==> config.mk <==
export PLATFORM = sky130hd
export DESIGN_NAME = pipe_hazard_ctrl
export DESIGN_NICKNAME = d
export VERILOG_FILES = /design/src/rtl/pipe_hazard_ctrl_pkg.sv /design/src/rtl/pipe_hazard_ctrl_slot_cmp.sv /design/src/rtl/pipe_hazard_ctrl.sv
export SDC_FILE = /design/constraint.sdc
export NUM_CORES = 1
export LEC_CHECK = 0
export BUFFER_PORTS_ARGS = -buffer_cell sky130_fd_sc_hd__buf_4
export CORE_ASPECT_RATIO = 0.7
export CORE_MARGIN = 2
export CORE_UTILIZATION = 50
export DETAILED_ROUTE_END_ITERATION = 10
export PLACE_DENSITY = 0.78
export SLEW_MARGIN = 40
export SYNTH_ARGS = -nofsm -noshare
export SYNTH_HDL_FRONTEND = slang
export SYNTH_SLANG_ARGS = --single-unit
==> constraint.sdc <==
create_clock -name clk_i -period 4.65 [get_ports clk_i]
set_input_delay 1.395 -clock clk_i [delete_from_list [all_inputs] [get_ports clk_i]]
set_output_delay 1.395 -clock clk_i [all_outputs]
set_load 0.01 [all_outputs]
==> src/rtl/pipe_hazard_ctrl_pkg.sv <==
// Shared definitions for the pipeline hazard controller: default register
// address width and the FSM state encoding seen on state_o.
package pipe_pkg;

   localparam int REG_AW = 5;

   typedef enum logic [1:0] {
      ST_RUN    = 2'd0,
      ST_DSTALL = 2'd1,
      ST_FLUSH  = 2'd2
   } state_e;

endpackage

==> src/rtl/pipe_hazard_ctrl_slot_cmp.sv <==
// One scoreboard slot compared against the ID instruction's sources.
// Register 0 never matches; i_en lets the top switch a slot out entirely.
module hazard_slot_cmp #(
   parameter int REG_AW = 5
) (
   input  logic              i_en,
   input  logic              i_slot_v,
   input  logic [REG_AW-1:0] i_slot_rd,
   input  logic [REG_AW-1:0] i_rs,
   input  logic [REG_AW-1:0] i_rt,
   input  logic              i_use_rs,
   input  logic              i_use_rt,
   output logic              o_match
);

   logic w_rs_hit;
   logic w_rt_hit;

   assign w_rs_hit = i_use_rs && (i_rs != '0) && (i_rs == i_slot_rd);
   assign w_rt_hit = i_use_rt && (i_rt != '0) && (i_rt == i_slot_rd);
   assign o_match  = i_en && i_slot_v && (w_rs_hit || w_rt_hit);

endmodule

==> src/rtl/pipe_hazard_ctrl.sv <==
// Hazard and sequencing controller for a 5-stage pipe without forwarding.
// Tracks destination registers of EX/MEM/WB, stalls ID on RAW hazards and
// squashes the wrong path when the branch in MEM is taken.
//
// Handshake: there is no valid/ready pair; pc_write_o / if_id_write_o act as
// the "ready" back to fetch (low = hold), and id_valid_i qualifies ID. Stall
// and flush take effect in the same cycle as their cause; flush beats stall.
module pipe_hazard_ctrl #(
   parameter int REG_AW    = pipe_pkg::REG_AW,
   parameter int WB_BYPASS = 0,
   parameter int CNT_W     = 16
) (
   input  logic              clk_i,
   input  logic              rst_i,
   input  logic              id_valid_i,
   input  logic [REG_AW-1:0] id_rs_i,
   input  logic [REG_AW-1:0] id_rt_i,
   input  logic              id_use_rs_i,
   input  logic              id_use_rt_i,
   input  logic              id_reg_write_i,
   input  logic [REG_AW-1:0] id_rd_i,
   input  logic              mem_branch_taken_i,
   output logic              pc_write_o,
   output logic              if_id_write_o,
   output logic              if_id_flush_o,
   output logic              id_ex_bubble_o,
   output logic              ex_mem_flush_o,
   output logic [1:0]        state_o,
   output logic [CNT_W-1:0]  stall_cnt_o,
   output logic [CNT_W-1:0]  flush_cnt_o
);

   import pipe_pkg::*;

   // With write-before-read register file the WB producer is already visible.
   localparam logic L_WB_CHK = (WB_BYPASS == 0);

   logic              r_ex_v, r_mem_v, r_wb_v;
   logic [REG_AW-1:0] r_ex_rd, r_mem_rd, r_wb_rd;
   state_e            r_state;
   state_e            w_state_nxt;
   logic [CNT_W-1:0]  r_stall_cnt;
   logic [CNT_W-1:0]  r_flush_cnt;
   logic              w_ex_match, w_mem_match, w_wb_match;
   logic              w_hazard, w_flush, w_stall;

   hazard_slot_cmp #(.REG_AW(REG_AW)) u_cmp_ex (
      .i_en(1'b1), .i_slot_v(r_ex_v), .i_slot_rd(r_ex_rd),
      .i_rs(id_rs_i), .i_rt(id_rt_i), .i_use_rs(id_use_rs_i),
      .i_use_rt(id_use_rt_i), .o_match(w_ex_match)
   );

   hazard_slot_cmp #(.REG_AW(REG_AW)) u_cmp_mem (
      .i_en(1'b1), .i_slot_v(r_mem_v), .i_slot_rd(r_mem_rd),
      .i_rs(id_rs_i), .i_rt(id_rt_i), .i_use_rs(id_use_rs_i),
      .i_use_rt(id_use_rt_i), .o_match(w_mem_match)
   );

   hazard_slot_cmp #(.REG_AW(REG_AW)) u_cmp_wb (
      .i_en(L_WB_CHK), .i_slot_v(r_wb_v), .i_slot_rd(r_wb_rd),
      .i_rs(id_rs_i), .i_rt(id_rt_i), .i_use_rs(id_use_rs_i),
      .i_use_rt(id_use_rt_i), .o_match(w_wb_match)
   );

   assign w_hazard = id_valid_i && (w_ex_match || w_mem_match || w_wb_match);
   assign w_flush  = mem_branch_taken_i;
   assign w_stall  = w_hazard && !w_flush;

   assign pc_write_o     = !w_stall;
   assign if_id_write_o  = !w_stall;
   assign if_id_flush_o  = w_flush;
   assign id_ex_bubble_o = w_stall || w_flush;
   assign ex_mem_flush_o = w_flush;
   assign state_o        = r_state;
   assign stall_cnt_o    = r_stall_cnt;
   assign flush_cnt_o    = r_flush_cnt;

   // Shadow scoreboard: advance with the pipe, inserting bubbles on stall/flush.
   always_ff @(posedge clk_i or negedge rst_i) begin
      if (!rst_i) begin
         r_ex_v   <= 1'b0;
         r_ex_rd  <= '0;
         r_mem_v  <= 1'b0;
         r_mem_rd <= '0;
         r_wb_v   <= 1'b0;
         r_wb_rd  <= '0;
      end else begin
         r_wb_v   <= r_mem_v;
         r_wb_rd  <= r_mem_rd;
         r_mem_v  <= w_flush ? 1'b0 : r_ex_v;
         r_mem_rd <= w_flush ? '0 : r_ex_rd;
         if (w_stall || w_flush || !id_valid_i) begin
            r_ex_v  <= 1'b0;
            r_ex_rd <= '0;
         end else begin
            r_ex_v  <= id_reg_write_i && (id_rd_i != '0);
            r_ex_rd <= id_rd_i;
         end
      end
   end

   // FSM state register.
   always_ff @(posedge clk_i or negedge rst_i) begin
      if (!rst_i) r_state <= ST_RUN;
      else        r_state <= w_state_nxt;
   end

   // Next state records this cycle's condition; flush outranks stall everywhere.
   always_comb begin
      w_state_nxt = ST_RUN;
      case (r_state)
         ST_RUN, ST_DSTALL, ST_FLUSH: begin
            if (w_flush)      w_state_nxt = ST_FLUSH;
            else if (w_stall) w_state_nxt = ST_DSTALL;
            else              w_state_nxt = ST_RUN;
         end
         default: w_state_nxt = ST_RUN;
      endcase
   end

   // Saturating stall and flush event counters.
   always_ff @(posedge clk_i or negedge rst_i) begin
      if (!rst_i) begin
         r_stall_cnt <= '0;
         r_flush_cnt <= '0;
      end else begin
         if (w_stall && (r_stall_cnt != '1)) r_stall_cnt <= r_stall_cnt + CNT_W'(1);
         if (w_flush && (r_flush_cnt != '1)) r_flush_cnt <= r_flush_cnt + CNT_W'(1);
      end
   end

endmodule

==> impl_results.rst <==
.. list-table::
   :header-rows: 1

   * - Metric
     - Value
   * - Outcome
     - finished, final reports clean
   * - Maximum vdd ir drop
     - 223 uV
   * - Worst endpoint data arrival time
     - 3.02 ns
   * - Number of synthesized register bits
     - 52
   * - Fraction of registers with async set or reset after synthesis
     - 1.00
   * - Final clock skew
     - 0.0107 ns
   * - Placer's final routability congestion estimate
     - 0.936
   * - Cell depth of the worst hold path
     - 0
   * - Hold-critical path endpoint
     - r_wb_v$_DFF_PN0_
   * - Most instantiated cells after synthesis
     - 52 x sky130_fd_sc_hd__dfrtp_1, 38 x sky130_fd_sc_hd__xor2_1, 22 x sky130_fd_sc_hd__nand3_1, 19 x sky130_fd_sc_hd__xnor2_1, 13 x sky130_fd_sc_hd__nand2_1
   * - Die Span Y
     - 64.6 um
   * - Number of top-level design ports
     - 61
   * - Wire length of the first global-routing pass
     - 9130 um
   * - Buffers inserted during post-CTS setup optimization
     - 0
   * - Filler Cell Count
     - 447
   * - Iter 0 DRT Violations
     - 81
   * - Crit path launch
     - id_rs_i[0]
   * - Total Routing Usage GR
     - 0.198
   * - Top flip-flop cell by instance count after synthesis
     - sky130_fd_sc_hd__dfrtp_1
   * - Clock Tree Root
     - sky130_fd_sc_hd__clkbuf_8
   * - Largest fanout on the critical path
     - 4
   * - Ratio of cells with drive above 1 in the final layout
     - 0.303
   * - Hold path startpoint
     - r_mem_v$_DFF_PN0_
   * - CP top delay family
     - simple AND/OR/NAND/NOR gates
   * - Pin count of the biggest net entering global routing
     - 53
   * - Most frequent cell on the critical path
     - sky130_fd_sc_hd__buf_4
   * - Hold_buf cts
     - 0
   * - Starting density of the core
     - 0.509
   * - Logic depth of the worst register-to-register path
     - 8
   * - Max Slew Vio Count
     - 0
   * - Top post-synthesis cells by area
     - sky130_fd_sc_hd__dfrtp_1 50%, sky130_fd_sc_hd__xor2_1 13%, sky130_fd_sc_hd__xnor2_1 6.3%
   * - Footprint of the multi-input gates
     - 1260 sq um
   * - Clock tree from TritonCTS
     - built
   * - Layout overhead on the synthesized area
     - 23.4%
   * - Final setup viols
     - 0
   * - Remaining global-route overflow
     - 0
   * - Routed via count divided by cell count
     - 5.21
   * - Path type of the worst min-delay path
     - reg -> reg
   * - Reg-to-Reg Start
     - r_mem_rd[2]$_DFF_PN0_
   * - Critical path data required time
     - 3.25 ns
   * - Number of antenna-violating nets in the routed design
     - 0
   * - Actual transition at the worst max-transition pin
     - 0.653 ns
   * - I/O Buffers
     - 60
   * - Antenna violations before repair
     - 0
   * - Post-synthesis cell count
     - 233
   * - Count of endpoints failing hold in the final timing report
     - 0
   * - Path type of the worst setup path
     - in -> out
   * - RSZ-0062 raised after global routing
     - false
   * - Clk pin slew, worst setup/hold paths
     - 0.09 ns
   * - Max-capacitance violation count
     - 0
   * - Bufs and invs on worst path
     - 2
   * - Total vias in the final route
     - 1906
   * - Final Non-Filler Cells
     - 366
   * - Number of synthesized flops with an enable pin
     - 0
   * - Tmin final
     - 4.41 ns
   * - Total routed wirelength
     - 5420 um
   * - Estimated wirelength of the detail-placed design
     - 4070 um
   * - Number of cell rows
     - 22
   * - Final cycle utilization of the critical path
     - 0.949
   * - Library cell with the highest instance count after synthesis
     - sky130_fd_sc_hd__dfrtp_1
   * - Worst R2R End
     - stall_cnt_o[12]$_DFFE_PN0P_
   * - # placed instances
     - 358
   * - Synth cell types
     - 42
   * - Number of global-route vias before repair
     - 1803
   * - Setup crit start kind
     - input port
   * - Leakage Power
     - 0.00159 uW
   * - Core Area
     - 5150 sq um
   * - Overall die area
     - 5850 sq um
   * - TritonCTS sink count
     - 52
   * - Kind of end point of the critical path
     - primary output
   * - Clock latency at the later pin of the worst-skew pair
     - 0.30 ns
   * - Post-synthesis net count
     - 257
   * - Headroom to the max-slew limit
     - 0.563
   * - Utilization after layout
     - 0.629
   * - Total of cells resized after clock tree synthesis
     - 0
   * - Layout net count
     - 317
   * - Routed len/inst
     - 14.8 um
   * - Slack of the worst reg-to-reg path
     - 2.24 ns
   * - Warnings, synthesis
     - 0
   * - H-tree Lvls
     - 2
   * - Total negative slack for setup checks
     - 0 ns
   * - Residual DRC
     - 0
   * - Maximum clock frequency
     - 227 MHz
   * - Slowest stage delay, CP
     - 0.51 ns
   * - Total standard cell area after synthesis
     - 2620 sq um
   * - Syn Area/Cell
     - 11.3 sq um
   * - Cell type of the slowest stage on the worst timing path
     - sky130_fd_sc_hd__or4_1
   * - Buffer levels on the longest clock path
     - 2
   * - Final hold slack
     - 0.457 ns
   * - Cell taking the most area after synthesis
     - sky130_fd_sc_hd__dfrtp_1
   * - Total power divided by cell area
     - 308 nW/um^2
   * - Antenna cell count
     - 0
   * - Reg area
     - 1300 sq um
   * - Cells along the critical path
     - buf_4, or4_1, o21ai_0, a31oi_2, or2_2, a21o_1, buf_4
   * - Area fraction of the dominant cell type after synthesis
     - 0.496
   * - DIE WIDTH
     - 90.6 um
   * - Proportion of synthesized chip area in sequential cells
     - 0.496
   * - Initial DRT Pass Iterations
     - 4
   * - Number of buffers added by the clock tree synthesis step
     - 5
## per-stage QoR
| step | power (uW) | setup WS [ns] | cell area (sq um) |
|---|---|---|---|
| floorplan | 608 | 0.560 | 2620 |
| global placement | 695 | 0.299 | 3120 |
| detailed placement | 700 | 0.261 | 3130 |
| CTS | 1000 | 0.250 | 3240 |
| global route | 1050 | 0.147 | 3240 |
| finish | 997 | 0.235 | 3240 |
## state kept, by name, indices dropped and copies added, names as in the netlist
| name | flops |
|---|---|
| r_ex_v | 1 |
| r_mem_rd | 5 |
| r_wb_v | 1 |
| r_ex_rd | 5 |
| r_wb_rd | 5 |
| r_mem_v | 1 |
| stall_cnt_o | 16 |
| flush_cnt_o | 16 |
| state_o | 2 |
## cell usage in the layout, fill, tap and decap left out, types with 2 or more instances in the layout
cell type / n
sky130_fd_sc_hd__xor2_1: 38
sky130_fd_sc_hd__dfrtp_1: 52
sky130_fd_sc_hd__clkbuf_8: 5
sky130_fd_sc_hd__nand2_1: 13
sky130_fd_sc_hd__a31oi_2: 2
sky130_fd_sc_hd__nor2_1: 6
sky130_fd_sc_hd__nor3_1: 2
sky130_fd_sc_hd__nand3_1: 22
sky130_fd_sc_hd__nor4_2: 4
sky130_fd_sc_hd__xnor2_1: 19
sky130_fd_sc_hd__inv_1: 4
sky130_fd_sc_hd__or2_1: 2
sky130_fd_sc_hd__nor3_2: 7
sky130_fd_sc_hd__and3_1: 5
sky130_fd_sc_hd__or3_1: 3
sky130_fd_sc_hd__or4_1: 2
sky130_fd_sc_hd__nand4_1: 5
sky130_fd_sc_hd__and2_1: 6
sky130_fd_sc_hd__ha_1: 2
sky130_fd_sc_hd__nor4_1: 6
sky130_fd_sc_hd__mux2_1: 2
sky130_fd_sc_hd__nor2b_1: 6
sky130_fd_sc_hd__buf_4: 61
## worst max path at each step
stage,slack [ns],cells after the start,end
finish,0.24,7,id_ex_bubble_o
global route,0.15,7,id_ex_bubble_o
CTS,0.25,7,id_ex_bubble_o
detailed placement,0.26,7,id_ex_bubble_o
global placement,0.30,7,id_ex_bubble_o
floorplan,0.56,6,pc_write_o
## cells by family after synthesis
| family | after synthesis | share of synthesized area |
|---|---|---|
| buffers and inverters | 12 | 0.0253 |
| AND/OR/NAND/NOR | 96 | 0.226 |
| XOR/XNOR | 57 | 0.190 |
| flip-flops | 52 | 0.496 |
| adder cells (fa/ha/maj) | 2 | 0.00954 |
| multiplexers | 3 | 0.0143 |
| AO/OA/AOI/OAI | 11 | 0.0386 |
## final cells by class
cell class / count / area share
Sequential cell: 52 / 0.402
Multi-Input combinational cell: 169 / 0.390
Timing Repair Buffer: 61 / 0.141
Tap cell: 72 / 0.0278
Clock buffer: 5 / 0.0213
Clock inverter: 3 / 0.0131
Inverter: 4 / 0.00464
## per-layer routing
| layer | GRT usage | wire length, um | vias to the layer above |
|---|---|---|---|
| met3 | 0.0430 | 306 | 3 |
| li1 | - | - | 912 |
| met1 | 0.306 | 2770 | 947 |
| met4 | 0.0442 | 17 | 0 |
| met2 | 0.285 | 2330 | 44 |
| met5 | 0 | 0 | - |
## where the power goes
group / switching [uW] / total [uW] / internal, uW
combinational: 75.8 / 161 / 85.1
clock: 148 / 308 / 159
sequential: 43.4 / 528 / 485
No activity file was read; power rests on OpenSTA's default activity.
